[config.mk]
export PLATFORM = sky130hd
export DESIGN_NAME = align_w_split
export DESIGN_NICKNAME = d
export VERILOG_FILES = /design/src/rtl/align_w_split_pkg.sv /design/src/rtl/priority_enc_lsb.sv /design/src/rtl/align_w_split.sv
export SDC_FILE = /design/constraint.sdc
export NUM_CORES = 1
export LEC_CHECK = 0
export ABC_AREA = 1
export BUFFER_PORTS_ARGS = -buffer_cell sky130_fd_sc_hd__buf_2
export CAP_MARGIN = 0
export CORE_AREA = 8 8 155 157
export DETAILED_ROUTE_END_ITERATION = 12
export DIE_AREA = 0 0 163 165
export PLACE_DENSITY_LB_ADDON = 0.08
export RECOVER_POWER = 25
export SYNTH_ARGS = -nofsm -noshare
export SYNTH_HDL_FRONTEND = slang
export SYNTH_SLANG_ARGS = --single-unit
export TNS_END_PERCENT = 50
[constraint.sdc]
create_clock -name clk -period 14.8 [get_ports clk]
set_input_delay 2.22 -clock clk [delete_from_list [all_inputs] [get_ports clk]]
set_output_delay 2.22 -clock clk [all_outputs]
set_load 0.01 [all_outputs]
[src/rtl/align_w_split_pkg.sv]
// -----------------------------------------------------------------------------
// align_w_split_pkg
//   Shared definitions for the write-side splitter and the read-side aligner:
//   FSM state type and the window/beat derivations, so that both blocks number
//   windows identically (window w = bytes [w*2^OUT +: 2^OUT]).
// -----------------------------------------------------------------------------
package align_w_split_pkg;

   typedef enum logic [0:0] {
      StIdle = 1'b0,
      StSend = 1'b1
   } state_e;

   // Number of narrow windows inside one wide word.
   function automatic int unsigned win_num(input int unsigned in_lg,
                                           input int unsigned out_lg);
      return 32'd1 << (in_lg - out_lg);
   endfunction

   // Width of a window index; kept at least 1 so IN == OUT still has a signal.
   function automatic int unsigned win_idx_w(input int unsigned in_lg,
                                             input int unsigned out_lg);
      return (in_lg > out_lg) ? (in_lg - out_lg) : 32'd1;
   endfunction

endpackage

[src/rtl/priority_enc_lsb.sv]
// -----------------------------------------------------------------------------
// priority_enc_lsb
//   Lowest-set-bit encoder over a pending-window mask.
//   i_pend    : pending window mask
//   o_onehot  : one-hot of the lowest set bit (0 if none)
//   o_idx     : index of the lowest set bit (0 if none)
//   o_any     : any bit set
//   o_last    : the lowest set bit is also the only/highest set bit
// -----------------------------------------------------------------------------
module priority_enc_lsb #(
   parameter int unsigned N = 2,
   parameter int unsigned W = 1
) (
   input  logic [N-1:0] i_pend,
   output logic [N-1:0] o_onehot,
   output logic [W-1:0] o_idx,
   output logic         o_any,
   output logic         o_last
);

   // Scan downward so the lowest set bit wins.
   always_comb begin
      o_idx = '0;
      for (int i = N - 1; i >= 0; i--) begin
         if (i_pend[i]) o_idx = W'(i);
      end
   end

   // Two's-complement trick isolates the lowest set bit.
   assign o_onehot = i_pend & (~i_pend + N'(1));
   assign o_any    = |i_pend;
   assign o_last   = ~|(i_pend & ~o_onehot);

endmodule

[src/rtl/align_w_split.sv]
// -----------------------------------------------------------------------------
// align_w_split
//   Write-path width converter: takes one wide write (addr, data, byte-enables)
//   and emits it as narrow beats, skipping windows with no byte-enable set.
//   All outputs registered; no combinational path from i_ready to o_ready.
// Ports
//   clk, rst          clock, asynchronous active-high reset
//   i_valid/o_ready   upstream handshake
//   i_addr/i_dat/i_be upstream request (i_addr low IN bits ignored)
//   o_valid/i_ready   downstream handshake
//   o_addr/o_dat/o_be downstream beat
//   o_last            final beat of the current request
// -----------------------------------------------------------------------------
module align_w_split
   import align_w_split_pkg::*;
#(
   parameter int unsigned IN_P_DW_BYTES  = 3,
   parameter int unsigned OUT_P_DW_BYTES = 2,
   parameter int unsigned AW             = 32
) (
   input  logic                              clk,
   input  logic                              rst,
   input  logic                              i_valid,
   output logic                              o_ready,
   input  logic [AW-1:0]                     i_addr,
   input  logic [(8 << IN_P_DW_BYTES)-1:0]   i_dat,
   input  logic [(1 << IN_P_DW_BYTES)-1:0]   i_be,
   output logic                              o_valid,
   input  logic                              i_ready,
   output logic [AW-1:0]                     o_addr,
   output logic [(8 << OUT_P_DW_BYTES)-1:0]  o_dat,
   output logic [(1 << OUT_P_DW_BYTES)-1:0]  o_be,
   output logic                              o_last
);

   localparam int unsigned IN_B     = 32'd1 << IN_P_DW_BYTES;
   localparam int unsigned OUT_B    = 32'd1 << OUT_P_DW_BYTES;
   localparam int unsigned OUT_BITS = OUT_B * 8;
   localparam int unsigned WIN_NUM  = win_num(IN_P_DW_BYTES, OUT_P_DW_BYTES);
   localparam int unsigned WIN_W    = win_idx_w(IN_P_DW_BYTES, OUT_P_DW_BYTES);
   localparam logic [AW-1:0] BASE_MASK = ~AW'(IN_B - 1);

   state_e               r_state,   w_state_nxt;
   logic                 r_ready,   w_ready_nxt;
   logic                 r_valid,   w_valid_nxt;
   logic                 r_last,    w_last_nxt;
   logic [AW-1:0]        r_oaddr,   w_oaddr_nxt;
   logic [OUT_BITS-1:0]  r_odat,    w_odat_nxt;
   logic [OUT_B-1:0]     r_obe,     w_obe_nxt;
   logic [AW-1:0]        r_base,    w_base_nxt;
   logic [IN_B*8-1:0]    r_dat,     w_dat_nxt;
   logic [IN_B-1:0]      r_be,      w_be_nxt;
   logic [WIN_NUM-1:0]   r_pend,    w_pend_nxt;
   logic [WIN_NUM-1:0]   r_cur_oh,  w_cur_oh_nxt;

   logic [WIN_NUM-1:0]   w_pend_in;
   logic [WIN_NUM-1:0]   w_enc_in;
   logic [WIN_NUM-1:0]   w_enc_oh;
   logic [WIN_W-1:0]     w_enc_idx;
   logic                 w_enc_any;
   logic                 w_enc_last;
   logic [IN_B*8-1:0]    w_src_dat;
   logic [IN_B-1:0]      w_src_be;
   logic [AW-1:0]        w_src_base;
   logic [OUT_BITS-1:0]  w_beat_dat;
   logic [OUT_B-1:0]     w_beat_be;
   logic                 w_load;

   // A window is pending iff any of its byte-enables is set.
   always_comb begin
      w_pend_in = '0;
      for (int w = 0; w < int'(WIN_NUM); w++) begin
         w_pend_in[w] = |i_be[w*OUT_B +: OUT_B];
      end
   end

   priority_enc_lsb #(
      .N (WIN_NUM),
      .W (WIN_W)
   ) u_enc (
      .i_pend   (w_enc_in),
      .o_onehot (w_enc_oh),
      .o_idx    (w_enc_idx),
      .o_any    (w_enc_any),
      .o_last   (w_enc_last)
   );

   // Window mux; the source is the live request when idle, latched copy otherwise.
   always_comb begin
      w_beat_dat = '0;
      w_beat_be  = '0;
      for (int w = 0; w < int'(WIN_NUM); w++) begin
         if (w_enc_idx == WIN_W'(w)) begin
            w_beat_dat = w_src_dat[w*OUT_BITS +: OUT_BITS];
            w_beat_be  = w_src_be[w*OUT_B +: OUT_B];
         end
      end
   end

   always_comb begin
      w_state_nxt  = r_state;
      w_ready_nxt  = r_ready;
      w_valid_nxt  = r_valid;
      w_last_nxt   = r_last;
      w_oaddr_nxt  = r_oaddr;
      w_odat_nxt   = r_odat;
      w_obe_nxt    = r_obe;
      w_base_nxt   = r_base;
      w_dat_nxt    = r_dat;
      w_be_nxt     = r_be;
      w_pend_nxt   = r_pend;
      w_cur_oh_nxt = r_cur_oh;
      w_enc_in     = r_pend & ~r_cur_oh;
      w_src_dat    = r_dat;
      w_src_be     = r_be;
      w_src_base   = r_base;
      w_load       = 1'b0;

      unique case (r_state)
         StIdle: begin
            w_enc_in    = w_pend_in;
            w_src_dat   = i_dat;
            w_src_be    = i_be;
            w_src_base  = i_addr & BASE_MASK;
            // First edge out of reset raises ready; all-zero requests are eaten here.
            w_ready_nxt = 1'b1;
            if (r_ready && i_valid && w_enc_any) begin
               w_state_nxt = StSend;
               w_ready_nxt = 1'b0;
               w_base_nxt  = i_addr & BASE_MASK;
               w_dat_nxt   = i_dat;
               w_be_nxt    = i_be;
               w_load      = 1'b1;
            end
         end
         StSend: begin
            if (r_valid && i_ready) begin
               if (w_enc_any) begin
                  w_load = 1'b1;
               end else begin
                  w_state_nxt = StIdle;
                  w_valid_nxt = 1'b0;
                  w_last_nxt  = 1'b0;
                  w_ready_nxt = 1'b1;
               end
            end
         end
         default: w_state_nxt = StIdle;
      endcase

      if (w_load) begin
         w_valid_nxt  = 1'b1;
         w_oaddr_nxt  = w_src_base | (AW'(w_enc_idx) << OUT_P_DW_BYTES);
         w_odat_nxt   = w_beat_dat;
         w_obe_nxt    = w_beat_be;
         w_last_nxt   = w_enc_last;
         w_pend_nxt   = w_enc_in;
         w_cur_oh_nxt = w_enc_oh;
      end
   end

   always_ff @(posedge clk or posedge rst) begin
      if (rst) begin
         r_state  <= StIdle;
         r_ready  <= 1'b0;
         r_valid  <= 1'b0;
         r_last   <= 1'b0;
         r_oaddr  <= '0;
         r_odat   <= '0;
         r_obe    <= '0;
         r_base   <= '0;
         r_dat    <= '0;
         r_be     <= '0;
         r_pend   <= '0;
         r_cur_oh <= '0;
      end else begin
         r_state  <= w_state_nxt;
         r_ready  <= w_ready_nxt;
         r_valid  <= w_valid_nxt;
         r_last   <= w_last_nxt;
         r_oaddr  <= w_oaddr_nxt;
         r_odat   <= w_odat_nxt;
         r_obe    <= w_obe_nxt;
         r_base   <= w_base_nxt;
         r_dat    <= w_dat_nxt;
         r_be     <= w_be_nxt;
         r_pend   <= w_pend_nxt;
         r_cur_oh <= w_cur_oh_nxt;
      end
   end

   assign o_ready = r_ready;
   assign o_valid = r_valid;
   assign o_last  = r_last;
   assign o_addr  = r_oaddr;
   assign o_dat   = r_odat;
   assign o_be    = r_obe;

endmodule

==> run_summary.xml <==
<?xml version="1.0" encoding="UTF-8"?>
<metrics>
  <group name="global_routing">
    <metric name="via_count_of_the_first_global_routing_pass" unit="">7145</metric>
    <metric name="grt_start_max_net_pins" unit="">117</metric>
    <metric name="globalRouteTotalUtil" unit="%">17.70</metric>
    <metric name="antenna_found_initial" unit="">2</metric>
    <metric name="grt_remaining_overflow" unit="">0</metric>
    <metric name="grt_first_pass_wirelength" unit="um">38100</metric>
  </group>
  <group name="worst_hold_path">
    <metric name="hold_class" unit="">reg2reg</metric>
  </group>
  <group name="sta">
    <metric name="grt_setup_unrepaired" unit="">false</metric>
    <metric name="finalSetupViolCount" unit="">0</metric>
    <metric name="report.final.hold_viol_count" unit="">0</metric>
    <metric name="fin_crit" unit="ns">6.650</metric>
    <metric name="totalNegativeSetupSlack" unit="ns">0</metric>
    <metric name="fin_crit_sh" unit="%">44.93</metric>
    <metric name="holdWs" unit="ns">0.4799</metric>
    <metric name="max_freq" unit="GHz">0.1504</metric>
    <metric name="skew" unit="ns">0.01380</metric>
    <metric name="max_slew_margin" unit="%">-120.6</metric>
    <metric name="worst-slew-pin-transition" unit="ns">3.309</metric>
    <metric name="slew_viol_final" unit="">108</metric>
  </group>
  <group name="layout">
    <metric name="antennaDiodeCount" unit="">0</metric>
    <metric name="drive_above_1_share" unit="%">17.90</metric>
    <metric name="layout_common_cells" unit="">419 x sky130_fd_sc_hd__nand2_1, 173 x sky130_fd_sc_hd__buf_2, 172 x sky130_fd_sc_hd__dfrtp_1</metric>
    <metric name="multiInputGateArea" unit="um2">3281</metric>
    <metric name="most_frequent_standard_cell_in_the_layout_excluding_fill_and_tap_cells" unit="">sky130_fd_sc_hd__nand2_1</metric>
    <metric name="fin_nets" unit="">1335</metric>
    <metric name="num-fill-cells" unit="">2277</metric>
    <metric name="seqCellArea" unit="um2">4333</metric>
    <metric name="layout-area-overhead-vs-synth" unit="%">17.11</metric>
  </group>
  <group name="setup_path">
    <metric name="critPathKind" unit="">in2async</metric>
    <metric name="worstPathRequired" unit="ns">14.12</metric>
    <metric name="endpoint_kind" unit="">async pin</metric>
    <metric name="crit_path_max_fanout" unit="">60</metric>
    <metric name="crit_path_arrival_time" unit="ns">5.97</metric>
    <metric name="critPathLaunchType" unit="">input pin</metric>
  </group>
  <group name="placement">
    <metric name="gp_routability_congestion" unit="">0.7376</metric>
    <metric name="port_buffers" unit="">173</metric>
    <metric name="hpwlAfterDp" unit="um">14290</metric>
  </group>
  <group name="routing">
    <metric name="drt_iter0_markers" unit="">517</metric>
    <metric name="routed-via-count" unit="">7303</metric>
    <metric name="drt_drc_violations_left" unit="">0</metric>
    <metric name="routedWlPerCell" unit="um">15.47</metric>
    <metric name="drt-pass1-iter-count" unit="">7</metric>
    <metric name="ant_nets" unit="">0</metric>
    <metric name="post_detailed_routing_wire_length" unit="um">23520</metric>
    <metric name="post_drt_via_cell_ratio" unit="">4.805</metric>
  </group>
  <group name="floorplan">
    <metric name="floorplan.initialDensity" unit="%">39.17</metric>
    <metric name="die-area" unit="um2">26900</metric>
    <metric name="io_pins" unit="">179</metric>
    <metric name="floorplan.rows" unit="">54</metric>
    <metric name="design.core.area" unit="um2">21490</metric>
    <metric name="die_h" unit="um">165</metric>
    <metric name="die_w" unit="um">163</metric>
  </group>
  <group name="yosys">
    <metric name="avgSynthCellArea" unit="um2">7.595</metric>
    <metric name="synthesis.yosys.warnings" unit="">0</metric>
    <metric name="syn_area" unit="um2">8416</metric>
    <metric name="synth.top_cell.area_share" unit="%">51.44</metric>
    <metric name="synth_top_area_cell" unit="">sky130_fd_sc_hd__dfrtp_1</metric>
    <metric name="count_of_distinct_cell_types_in_the_synthesized_netlist" unit="">20</metric>
    <metric name="synth.top_cells.by_area" unit="">sky130_fd_sc_hd__dfrtp_1 51%, sky130_fd_sc_hd__nand2_1 19%, sky130_fd_sc_hd__o21ai_0 7.5%</metric>
    <metric name="synth_seq_area_share" unit="%">51.44</metric>
    <metric name="ys_ff_latch" unit="">173</metric>
    <metric name="gate_count_after_technology_mapping" unit="">1108</metric>
  </group>
  <group name="pwr">
    <metric name="power.ir.vdd_worst" unit="uV">68.84</metric>
    <metric name="total_leakage_power" unit="nW">5.508</metric>
    <metric name="power.density_cell_area" unit="nW/um2">95.70</metric>
  </group>
  <group name="status">
    <metric name="failing_checks" unit="">capacitance limit, slew limit</metric>
    <metric name="run_status" unit="">finished with violations</metric>
  </group>
  <group name="clock_tree">
    <metric name="post_cts_resized" unit="">0</metric>
    <metric name="tritoncts" unit="">done</metric>
    <metric name="cts.hold.buffers_added" unit="">0</metric>
    <metric name="clk_pin_slew_worst_paths" unit="ns">0.07</metric>
    <metric name="ctsHtreeMaxLevel" unit="">4</metric>
    <metric name="tritoncts_buffers" unit="">17</metric>
    <metric name="clock_tree.buffer_depth" unit="">2</metric>
    <metric name="clock_tree.root_cell" unit="">sky130_fd_sc_hd__clkbuf_16</metric>
    <metric name="worstSkewPairLatency" unit="ns">0.43</metric>
    <metric name="postCtsSetupBuffers" unit="">0</metric>
    <metric name="cts_num_sinks" unit="">173</metric>
  </group>
  <group name="flow_run">
    <metric name="max-cap-violations" unit="">2</metric>
  </group>
</metrics>
==> sequential cells by signal, indices dropped and copies added (netlist names), 4 cells and up <==
register,flops
r_base,29
r_be,8
o_dat,32
r_dat,64
o_be,4
o_addr,30
==> layout make-up <==
class / instances / share of cell area [%]
Timing Repair Buffer: 182 / 9.433
Multi-Input combinational cell: 746 / 33.29
Inverter: 107 / 4.088
Clock inverter: 12 / 1.143
Tap cell: 280 / 3.555
Clock buffer: 20 / 4.532
Sequential cell: 173 / 43.96
==> through the flow <==
stage | power [mW] | std cells | worst slack [ns] | utilization [%] | area, um2
final | 0.9432 | 1520 | 8.150 | 45.87 | 9856
after global routing | 0.9790 | 1520 | 7.100 | 45.87 | 9856
after CTS | 0.9569 | 1520 | 8.896 | 45.91 | 9863
after detailed placement | 0.5170 | 1488 | 8.457 | 43.30 | 9304
after global placement | 0.5173 | 1488 | 8.441 | 43.30 | 9304
after floorplan | 0.4963 | 1109 | 7.892 | - | 8419
==> where the power goes <==
| group | leakage, nW | total, mW | switching (mW) | internal (mW) |
|---|---|---|---|---|
| Clock | 0.271 | 0.437 | 0.199 | 0.238 |
| Sequential | 2.41 | 0.473 | 0 | 0.473 |
| Combinational | 2.82 | 0.0339 | 0.0220 | 0.0119 |
==> critical path, cell delays in order <==
cell                         delay (ns)
sky130_fd_sc_hd__buf_2             0.10
sky130_fd_sc_hd__clkinvlp_2        1.16
sky130_fd_sc_hd__clkbuf_1          2.42
==> routing by layer <==
layer	share of wire [%]	global-route usage (%)	vias up
li1	-	-	3747
met1	48	24.20	3373
met2	46	28.14	166
met3	4.7	4.187	13
met4	0.68	3.628	4
met5	0.098	0	-
==> kinds of logic after synthesis <==
group | after synthesis | share of synthesized area (%)
flops | 173 | 51.44
other cells | 1 | 0.04456
compound gates | 203 | 12.10
buf+inv | 190 | 9.961
simple gates | 541 | 26.45
==> path summary, 6_finish.rpt <==
path	depth (start not counted)	end	slack [ns]	from
max	3	r_state$_DFF_PP0_	8.15	rst
min	2	r_be[6]$_DFFE_PP0P_	0.48	r_be[6]$_DFFE_PP0P_
max reg2reg	8	o_dat[29]$_DFFE_PP0P_	9.70	r_state$_DFF_PP0_
min reg2reg	2	r_be[6]$_DFFE_PP0P_	0.48	r_be[6]$_DFFE_PP0P_
max in group clk	10	o_dat[29]$_DFFE_PP0P_	8.96	i_be[2]
min in group asynchronous	2	r_dat[20]$_DFFE_PP0P_	2.31	rst
==> cell usage after synthesis <==
| master | instances |
|---|---|
| sky130_fd_sc_hd__buf_4 | 22 |
| sky130_fd_sc_hd__o21ai_0 | 126 |
| sky130_fd_sc_hd__buf_2 | 22 |
| sky130_fd_sc_hd__inv_1 | 106 |
| sky130_fd_sc_hd__nand3_1 | 73 |
| sky130_fd_sc_hd__and3_1 | 1 |
| sky130_fd_sc_hd__nor2_2 | 1 |
| sky130_fd_sc_hd__inv_2 | 1 |
| sky130_fd_sc_hd__buf_1 | 9 |
| sky130_fd_sc_hd__nand3_2 | 1 |
| sky130_fd_sc_hd__nand2_2 | 1 |
| sky130_fd_sc_hd__dfrtp_1 | 173 |
| sky130_fd_sc_hd__o21ai_1 | 76 |
| sky130_fd_sc_hd__nand4_1 | 36 |
| sky130_fd_sc_hd__clkbuf_1 | 28 |
| sky130_fd_sc_hd__buf_6 | 2 |
| sky130_fd_sc_hd__nor2_1 | 6 |
| sky130_fd_sc_hd__nand2_1 | 422 |
| sky130_fd_sc_hd__conb_1 | 1 |
| sky130_fd_sc_hd__o211ai_1 | 1 |
No activity file was read; power rests on OpenSTA's default activity.
